## src/rtl/decode_pkg.sv

```systemverilog
`default_nettype none
// ============================================================================
//  Module      : decode_pkg
//  Description : Shared encodings, decoded-bundle typedef and immediate helpers
//                for the decode queue.
//  Revision    : 1.0  initial release
// ============================================================================
package decode_pkg;

    localparam int PKG_XLEN = 32;

    localparam logic [6:0] OPC_OP_IMM = 7'b0010011;
    localparam logic [6:0] OPC_OP     = 7'b0110011;
    localparam logic [6:0] OPC_LOAD   = 7'b0000011;
    localparam logic [6:0] OPC_STORE  = 7'b0100011;
    localparam logic [6:0] OPC_LUI    = 7'b0110111;
    localparam logic [6:0] OPC_AUIPC  = 7'b0010111;
    localparam logic [6:0] OPC_JAL    = 7'b1101111;
    localparam logic [6:0] OPC_JALR   = 7'b1100111;
    localparam logic [6:0] OPC_BRANCH = 7'b1100011;

    localparam logic       SRC1_RS1 = 1'b0;
    localparam logic       SRC1_PC  = 1'b1;
    localparam logic [1:0] SRC2_RS2 = 2'd0;
    localparam logic [1:0] SRC2_IMM = 2'd1;

    // Register write-back width; LW also covers every full-word ALU result
    typedef enum logic [2:0] {
        NOREGWRITE = 3'd0,
        LB         = 3'd1,
        LH         = 3'd2,
        LW         = 3'd3,
        LBU        = 3'd4,
        LHU        = 3'd5
    } reg_write_e;

    typedef enum logic [2:0] {
        NOIMM = 3'd0,
        ITYPE = 3'd1,
        STYPE = 3'd2,
        BTYPE = 3'd3,
        UTYPE = 3'd4,
        JTYPE = 3'd5
    } imm_type_e;

    typedef enum logic [4:0] {
        ALU_ADD    = 5'd0,
        ALU_SUB    = 5'd1,
        ALU_SLL    = 5'd2,
        ALU_SLT    = 5'd3,
        ALU_SLTU   = 5'd4,
        ALU_XOR    = 5'd5,
        ALU_SRL    = 5'd6,
        ALU_SRA    = 5'd7,
        ALU_OR     = 5'd8,
        ALU_AND    = 5'd9,
        ALU_BEQ    = 5'd10,
        ALU_BNE    = 5'd11,
        ALU_BLT    = 5'd12,
        ALU_BGE    = 5'd13,
        ALU_BLTU   = 5'd14,
        ALU_BGEU   = 5'd15,
        ALU_COPYB  = 5'd16,
        ALU_MUL    = 5'd24,
        ALU_MULH   = 5'd25,
        ALU_MULHSU = 5'd26,
        ALU_MULHU  = 5'd27,
        ALU_DIV    = 5'd28,
        ALU_DIVU   = 5'd29,
        ALU_REM    = 5'd30,
        ALU_REMU   = 5'd31
    } alu_ctrl_e;

    typedef struct packed {
        logic                jal;
        logic                jalr;
        logic                branch;
        logic                mem_to_reg;
        logic                load_npc;
        reg_write_e          reg_write;
        logic [3:0]          mem_write;
        alu_ctrl_e           alu_ctrl;
        logic                alu_src1;
        logic [1:0]          alu_src2;
        imm_type_e           imm_type;
        logic [PKG_XLEN-1:0] imm;
        logic [4:0]          rs1;
        logic [4:0]          rs2;
        logic [4:0]          rd;
        logic [PKG_XLEN-1:0] pc;
        logic                illegal;
    } bundle_t;

    // Integer ALU op selected by funct3; alt picks SUB/SRA over ADD/SRL
    function automatic alu_ctrl_e alu_base(input logic [2:0] fn3, input logic alt);
        case (fn3)
            3'b000:  return alt ? ALU_SUB : ALU_ADD;
            3'b001:  return ALU_SLL;
            3'b010:  return ALU_SLT;
            3'b011:  return ALU_SLTU;
            3'b100:  return ALU_XOR;
            3'b101:  return alt ? ALU_SRA : ALU_SRL;
            3'b110:  return ALU_OR;
            default: return ALU_AND;
        endcase
    endfunction

    function automatic logic [PKG_XLEN-1:0] sext_imm(input logic [31:0] inst,
                                                     input imm_type_e   kind);
        logic [31:0] v;
        case (kind)
            ITYPE:   v = {{20{inst[31]}}, inst[31:20]};
            STYPE:   v = {{20{inst[31]}}, inst[31:25], inst[11:7]};
            BTYPE:   v = {{19{inst[31]}}, inst[31], inst[7], inst[30:25], inst[11:8], 1'b0};
            UTYPE:   v = {inst[31:12], 12'b0};
            JTYPE:   v = {{11{inst[31]}}, inst[31], inst[19:12], inst[20], inst[30:21], 1'b0};
            default: v = 32'b0;
        endcase
        return {{(PKG_XLEN-31){v[31]}}, v[30:0]};
    endfunction

endpackage
`default_nettype wire

```

## src/rtl/decode_queue_if.sv

```systemverilog
`default_nettype none
// ============================================================================
//  Module      : decode_queue_if
//  Description : Fetch-side and execute-side handshake bundle of decode_queue.
//  Revision    : 1.0  initial release
// ============================================================================
interface decode_queue_if #(parameter int XLEN = decode_pkg::PKG_XLEN);
    import decode_pkg::*;

    logic            in_valid;
    logic            in_ready;
    logic [31:0]     inst_i;
    logic [XLEN-1:0] pc_i;
    logic            flush;
    logic            out_valid;
    logic            out_ready;
    bundle_t         bundle_o;

    modport master (
        output in_valid, inst_i, pc_i, flush, out_ready,
        input  in_ready, out_valid, bundle_o
    );

    modport slave (
        input  in_valid, inst_i, pc_i, flush, out_ready,
        output in_ready, out_valid, bundle_o
    );
endinterface
`default_nettype wire

```

## src/rtl/decode_logic.sv

```systemverilog
`default_nettype none
// ============================================================================
//  Module      : decode_logic
//  Description : Combinational RV32I decoder producing one bundle_t.
//                Macro RV32M_DECODE_EN adds RV32M (OP, funct7=0000001) decode.
//  Revision    : 1.0  initial release
// ============================================================================
module decode_logic
    import decode_pkg::*;
#(
    parameter int XLEN = PKG_XLEN
) (
    input  logic [31:0]     inst,
    input  logic [XLEN-1:0] pc,
    output bundle_t         bundle
);

    logic [6:0] w_opcode;
    logic [2:0] w_fn3;
    logic [6:0] w_fn7;
    bundle_t    w_b;
    logic       w_legal;

    assign w_opcode = inst[6:0];
    assign w_fn3    = inst[14:12];
    assign w_fn7    = inst[31:25];

    always_comb begin
        w_b       = '0;
        w_legal   = 1'b1;
        w_b.pc    = pc;
        w_b.rs1   = inst[19:15];
        w_b.rs2   = inst[24:20];
        w_b.rd    = inst[11:7];
        case (w_opcode)
            OPC_OP_IMM: begin
                w_b.imm_type  = ITYPE;
                w_b.reg_write = LW;
                w_b.alu_src2  = SRC2_IMM;
                w_b.alu_ctrl  = alu_base(w_fn3, (w_fn3 == 3'b101) && inst[30]);
                if (w_fn3 == 3'b001 && w_fn7 != 7'b0000000)
                    w_legal = 1'b0;
                if (w_fn3 == 3'b101 && w_fn7 != 7'b0000000 && w_fn7 != 7'b0100000)
                    w_legal = 1'b0;
            end
            OPC_OP: begin
                w_b.reg_write = LW;
                w_b.alu_src2  = SRC2_RS2;
                if (w_fn7 == 7'b0000000 || w_fn7 == 7'b0100000) begin
                    w_b.alu_ctrl = alu_base(w_fn3, w_fn7[5]);
`ifdef RV32M_DECODE_EN
                end else if (w_fn7 == 7'b0000001) begin
                    case (w_fn3)
                        3'b000:  w_b.alu_ctrl = ALU_MUL;
                        3'b001:  w_b.alu_ctrl = ALU_MULH;
                        3'b010:  w_b.alu_ctrl = ALU_MULHSU;
                        3'b011:  w_b.alu_ctrl = ALU_MULHU;
                        3'b100:  w_b.alu_ctrl = ALU_DIV;
                        3'b101:  w_b.alu_ctrl = ALU_DIVU;
                        3'b110:  w_b.alu_ctrl = ALU_REM;
                        default: w_b.alu_ctrl = ALU_REMU;
                    endcase
`endif
                end else begin
                    w_legal = 1'b0;
                end
            end
            OPC_LOAD: begin
                w_b.imm_type   = ITYPE;
                w_b.mem_to_reg = 1'b1;
                w_b.alu_src2   = SRC2_IMM;
                case (w_fn3)
                    3'b000:  w_b.reg_write = LB;
                    3'b001:  w_b.reg_write = LH;
                    3'b010:  w_b.reg_write = LW;
                    3'b100:  w_b.reg_write = LBU;
                    3'b101:  w_b.reg_write = LHU;
                    default: w_legal = 1'b0;
                endcase
            end
            OPC_STORE: begin
                w_b.imm_type = STYPE;
                w_b.alu_src2 = SRC2_IMM;
                case (w_fn3)
                    3'b000:  w_b.mem_write = 4'b0001;
                    3'b001:  w_b.mem_write = 4'b0011;
                    3'b010:  w_b.mem_write = 4'b1111;
                    default: w_legal = 1'b0;
                endcase
            end
            OPC_LUI: begin
                w_b.imm_type  = UTYPE;
                w_b.reg_write = LW;
                w_b.alu_ctrl  = ALU_COPYB;
                w_b.alu_src2  = SRC2_IMM;
            end
            OPC_AUIPC: begin
                w_b.imm_type  = UTYPE;
                w_b.reg_write = LW;
                w_b.alu_src1  = SRC1_PC;
                w_b.alu_src2  = SRC2_IMM;
            end
            // ALU forms the jump target; rd receives pc+4 through load_npc
            OPC_JAL: begin
                w_b.imm_type  = JTYPE;
                w_b.reg_write = LW;
                w_b.jal       = 1'b1;
                w_b.load_npc  = 1'b1;
                w_b.alu_src1  = SRC1_PC;
                w_b.alu_src2  = SRC2_IMM;
            end
            OPC_JALR: begin
                w_b.imm_type  = ITYPE;
                w_b.reg_write = LW;
                w_b.jalr      = 1'b1;
                w_b.load_npc  = 1'b1;
                w_b.alu_src2  = SRC2_IMM;
            end
            OPC_BRANCH: begin
                w_b.imm_type = BTYPE;
                w_b.branch   = 1'b1;
                case (w_fn3)
                    3'b000:  w_b.alu_ctrl = ALU_BEQ;
                    3'b001:  w_b.alu_ctrl = ALU_BNE;
                    3'b100:  w_b.alu_ctrl = ALU_BLT;
                    3'b101:  w_b.alu_ctrl = ALU_BGE;
                    3'b110:  w_b.alu_ctrl = ALU_BLTU;
                    3'b111:  w_b.alu_ctrl = ALU_BGEU;
                    default: w_legal = 1'b0;
                endcase
            end
            default: w_legal = 1'b0;
        endcase
        w_b.imm = sext_imm(inst, w_b.imm_type);
        // Illegal words keep only their register fields and PC for trap reporting
        if (!w_legal) begin
            w_b.jal        = 1'b0;
            w_b.jalr       = 1'b0;
            w_b.branch     = 1'b0;
            w_b.mem_to_reg = 1'b0;
            w_b.load_npc   = 1'b0;
            w_b.reg_write  = NOREGWRITE;
            w_b.mem_write  = 4'b0000;
            w_b.alu_ctrl   = ALU_ADD;
            w_b.alu_src1   = SRC1_RS1;
            w_b.alu_src2   = SRC2_RS2;
            w_b.imm_type   = NOIMM;
            w_b.imm        = '0;
        end
        w_b.illegal = !w_legal;
    end

    assign bundle = w_b;

endmodule
`default_nettype wire

```

## src/rtl/decode_queue.sv

```systemverilog
`default_nettype none
// ============================================================================
//  Module      : decode_queue
//  Description : Decodes fetched instructions on entry and buffers the bundles
//                in a DEPTH-entry FIFO. Optional macro: RV32M_DECODE_EN.
//  Revision    : 1.0  initial release
// ============================================================================
module decode_queue
    import decode_pkg::*;
#(
    parameter int XLEN  = PKG_XLEN,
    parameter int DEPTH = 2
) (
    input  wire logic       clk,
    input  wire logic       rst,
    decode_queue_if.slave   bus
);

    localparam int PW = (DEPTH > 1) ? $clog2(DEPTH) : 1;

    bundle_t        w_dec;
    bundle_t        r_mem [DEPTH];
    logic [PW-1:0]  r_wr_ptr;
    logic [PW-1:0]  r_rd_ptr;
    logic [PW:0]    r_count;
    logic           w_push;
    logic           w_pop;
    logic           w_out_valid;

    decode_logic #(.XLEN(XLEN)) u_decode (
        .inst   (bus.inst_i),
        .pc     (bus.pc_i),
        .bundle (w_dec)
    );

    assign w_out_valid  = (r_count != '0);
    assign bus.in_ready = (r_count < (PW+1)'(DEPTH)) || bus.out_ready;
    assign w_push       = bus.in_valid && bus.in_ready && !bus.flush;
    assign w_pop        = w_out_valid && bus.out_ready;

    // Flush overrides any push or pop presented in the same cycle
    always_ff @(posedge clk or posedge rst) begin
        if (rst) begin
            r_wr_ptr <= '0;
            r_rd_ptr <= '0;
            r_count  <= '0;
        end else if (bus.flush) begin
            r_wr_ptr <= '0;
            r_rd_ptr <= '0;
            r_count  <= '0;
        end else begin
            if (w_push)
                r_wr_ptr <= r_wr_ptr + PW'(1);
            if (w_pop)
                r_rd_ptr <= r_rd_ptr + PW'(1);
            case ({w_push, w_pop})
                2'b10:   r_count <= r_count + (PW+1)'(1);
                2'b01:   r_count <= r_count - (PW+1)'(1);
                default: r_count <= r_count;
            endcase
        end
    end

    always_ff @(posedge clk) begin
        if (w_push)
            r_mem[r_wr_ptr] <= w_dec;
    end

    assign bus.out_valid = w_out_valid;
    assign bus.bundle_o  = w_out_valid ? r_mem[r_rd_ptr] : '0;

endmodule
`default_nettype wire

```

## src/flat_wrapper.sv

```systemverilog
// flat-port wrapper written by rule: the top's interface ports become plain ports
module decode_queue_flat import decode_pkg::*;
#(
    parameter int XLEN  = PKG_XLEN,
    parameter int DEPTH = 2
)
  (clk, rst, bus_in_valid, bus_inst_i, bus_pc_i, bus_flush, bus_out_ready, bus_in_ready, bus_out_valid, bus_bundle_o);
  decode_queue_if #(.XLEN(XLEN)) bus_i ();
  input  wire logic clk;
  input  wire logic rst;
  input wire logic [$bits(bus_i.in_valid)-1:0] bus_in_valid;
  input wire logic [$bits(bus_i.inst_i)-1:0] bus_inst_i;
  input wire logic [$bits(bus_i.pc_i)-1:0] bus_pc_i;
  input wire logic [$bits(bus_i.flush)-1:0] bus_flush;
  input wire logic [$bits(bus_i.out_ready)-1:0] bus_out_ready;
  output wire logic [$bits(bus_i.in_ready)-1:0] bus_in_ready;
  output wire logic [$bits(bus_i.out_valid)-1:0] bus_out_valid;
  output wire logic [$bits(bus_i.bundle_o)-1:0] bus_bundle_o;
  assign bus_i.in_valid = bus_in_valid;
  assign bus_i.inst_i = bus_inst_i;
  assign bus_i.pc_i = bus_pc_i;
  assign bus_i.flush = bus_flush;
  assign bus_i.out_ready = bus_out_ready;
  assign bus_in_ready = bus_i.in_ready;
  assign bus_out_valid = bus_i.out_valid;
  assign bus_bundle_o = bus_i.bundle_o;
  decode_queue #(.XLEN(XLEN), .DEPTH(DEPTH)) u_core (.clk(clk), .rst(rst), .bus(bus_i));
endmodule
```

## config.mk

```make
export PLATFORM = sky130hd
export DESIGN_NAME = decode_queue_flat
export DESIGN_NICKNAME = d
export VERILOG_FILES = /design/src/rtl/decode_pkg.sv /design/src/rtl/decode_queue_if.sv /design/src/rtl/decode_logic.sv /design/src/rtl/decode_queue.sv /design/src/flat_wrapper.sv
export SDC_FILE = /design/constraint.sdc
export NUM_CORES = 1
export LEC_CHECK = 0
export CAP_MARGIN = 10
export CORE_MARGIN = 2
export CORE_UTILIZATION = 52
export DETAILED_ROUTE_END_ITERATION = 16
export HOLD_SLACK_MARGIN = 0.06
export PLACE_DENSITY_LB_ADDON = 0.25
export SLEW_MARGIN = 30
export SYNTH_ARGS = -nofsm -noshare
export SYNTH_HDL_FRONTEND = slang
export SYNTH_SLANG_ARGS = --single-unit
```

## constraint.sdc

```tcl
create_clock -name clk -period 9.7 [get_ports clk]
set_clock_uncertainty 0.1 [all_clocks]
set_input_delay 1.94 -clock clk [delete_from_list [all_inputs] [get_ports clk]]
set_output_delay 1.94 -clock clk [all_outputs]
set_load 0.05 [all_outputs]
```

==> impl_metrics.yaml <==
synthesis:
  ys_ff_latch: 206
  synth_top_flop_cell: "edfxtp_1"
  synth_top_area_frac: 0.680
  synthArstFlopShare: 0.0194
  synth_fp_nets: 709
  yosys_warnings: 0
  synth_area_leader_cell: "edfxtp_1"
  synth_edf_count: 202
  synth_cell_type_count: 51
  synth_area_um2: 8920
  synthCells: 640
  ys_seq_area_frac: 0.691
  avgSynthCellArea_um2: 13.9
  yosys-top-cells-area: "edfxtp_1 68%, mux2i_1 11%, nor2_1 5.3%"
cells_and_area:
  diodes: 0
  drive_gt1_frac: 0.0805
  fin_util: 0.688
  final_area_um2: 11500
  final_nets: 875
  final_cell_mix: "202 x edfxtp_1, 172 x clkdlybuf4s50_1, 124 x nor2_1, 101 x mux2i_1, 38 x nand2_1"
  fillCellCount: 1202
  final_common_cell: "edfxtp_1"
  syn2layout_area_growth_pct: 28.8
sta:
  tightest_slew_ps: 968
  fin_crit_ps: 5540
  hold_viol: 0
  tns_ps: 0
  rsz0062_at_grt: "false"
  slew_violations: 0
  period_share: 0.571
  slew_headroom: 0.352
  max_freq_mhz: 180
  finalSetupViolations: 0
pwr:
  power.density_nw_per_um2: 183
  p_leak_nw: 3.80
  peakVddDrop_mv: 0.127
cts:
  clockBufferDepth: 3
  cts_resized: 0
  cts_tree: "done"
  worst_skew_pair.late_latency_ps: 480
  numCtsBuffers: 22
  holdBufCountCts: 0
  cts_max_level: 1
  cts_root_buf: "clkbuf_16"
  clock-sinks: 206
  clk_pin_slew_ps: 60
  cts_setup_buffers: 0
routing:
  dr.pass1.iters: 5
  drt-wirelength-per-cell_um: 18.5
  ant_nets: 0
  drc: 0
  vias: 5647
  viasPerCell: 5.43
  drt_wl_total_um: 19300
  drt_iter0_markers: 399
worst_hold_path:
  hold_path_class: "flop to flop"
placement:
  hpwl_um: 12500
  portBuffers: 172
  dpl_cell_area_um2: 10800
  place.gp.congestion: 0.856
floorplan:
  die_h_um: 135
  initial_utilization: 0.534
  io_pins: 174
  std_cell_rows: 47
  core_area_um2: 16700
  die-area_um2: 18200
  die-width_um: 135
critical_path:
  worstPathArrival_ps: 3500
  critPathRequiredTime_ps: 7660
  critPathKind: "input pin to output port"
  r2r_slack_ps: 7270
  cp-start-kind: "input pin"
  endpoint_kind: "output port"
  cp_max_fo: 6
run:
  cap_violations: 0
global_routing:
  grt_max_degree: 78
  grt_pass1_vias: 5677
  grt_use_total: 0.209
  gr-total-overflow: 0
  antenna_found_initial: 0
  grt_pass1_wl_um: 30100
outcome:
  status: "finished, final reports clean"
-- state kept, by name, summed over array words and instances (netlist names) --
name	flops
u_core.r_mem	202
u_core.r_count	2
u_core.r_wr_ptr	1
u_core.r_rd_ptr	1
-- cells by family after synthesis --
group / count (synthesis) / synth area share
other: 1 / 0.000420
flip-flops: 206 / 0.691
AND/OR/NAND/NOR: 215 / 0.111
buffers and inverters: 48 / 0.0247
AO/OA/AOI/OAI: 67 / 0.0571
multiplexers: 101 / 0.113
XOR/XNOR: 2 / 0.00196
-- stage by stage --
step | power, W | setup slack, ps | cells | hold WS (ps)
6_report | 0.00211 | 4160 | 1040 | 523
5_1_grt | 0.00217 | 4130 | 1040 | 603
3_5_place_dp | 0.00138 | 4170 | 1002 | 521
3_3_place_gp | 0.00138 | 4230 | 1001 | 503
2_1_floorplan | 0.00126 | 2500 | 640 | 436
4_1_cts | 0.00213 | 4170 | 1040 | 532
-- synthesized netlist by cell type, types with 3 or more instances --
| master | instances |
|---|---|
| o21ai_0 | 9 |
| nor2_1 | 125 |
| and3b_1 | 3 |
| nor2b_1 | 4 |
| nand2b_1 | 8 |
| buf_2 | 11 |
| clkbuf_1 | 17 |
| a21oi_1 | 15 |
| dfrtp_1 | 4 |
| buf_1 | 5 |
| a22oi_1 | 4 |
| nor3b_1 | 3 |
| mux2i_1 | 101 |
| and2_1 | 10 |
| a21o_1 | 4 |
| nand3_1 | 3 |
| a21oi_2 | 15 |
| nand2_1 | 38 |
| buf_4 | 3 |
| a31oi_1 | 3 |
| nor3_1 | 3 |
| edfxtp_1 | 202 |
| nand4_1 | 4 |
| and3_1 | 3 |
| inv_1 | 10 |
-- routing by layer --
layer,track usage,part of all wire,up-vias
li1,-,-,2680
met1,0.279,0.42,2715
met2,0.356,0.50,214
met3,0.0327,0.060,38
met4,0.0648,0.027,0
met5,0,0,-
-- final cells by class --
| cell class | instances | area [µm²] | share of cell area |
|---|---|---|---|
| Clock buffer | 24 | 579 | 0.0504 |
| Sequential cell | 206 | 6170 | 0.537 |
| Clock inverter | 14 | 67.6 | 0.00588 |
| Multi-Input combinational cell | 386 | 2560 | 0.223 |
| Timing Repair Buffer | 180 | 1790 | 0.156 |
| Tap cell | 220 | 275 | 0.0240 |
| Inverter | 10 | 37.5 | 0.00327 |
-- worst max-delay path, stage by stage --
cell and delay, ps:
clkdlybuf4s50_1 590, nand2b_1 160, clkdlybuf4s50_1 810
-- power breakdown --
| group | leakage [nW] | internal (W) | total, W | switching (W) |
|---|---|---|---|---|
| Sequential | 1.99 | 0.00101 | 0.00102 | 0.0000138 |
| Clock | 0.321 | 0.000428 | 0.000742 | 0.000314 |
| Combinational | 1.49 | 0.000119 | 0.000342 | 0.000222 |
-- worst paths after layout --
kind | endpoint | depth (start not counted) | from
max | bus_in_ready | 3 | bus_out_ready
min | u_core.r_wr_ptr | 2 | u_core.r_wr_ptr
max reg2reg | u_core.r_rd_ptr | 6 | u_core.r_count[1]
min reg2reg | u_core.r_wr_ptr | 2 | u_core.r_wr_ptr
max in group asynchronous | u_core.r_rd_ptr | 2 | rst
min in group asynchronous | u_core.r_count[1] | 2 | rst
Note: power is estimated with default switching activity, not from simulation.
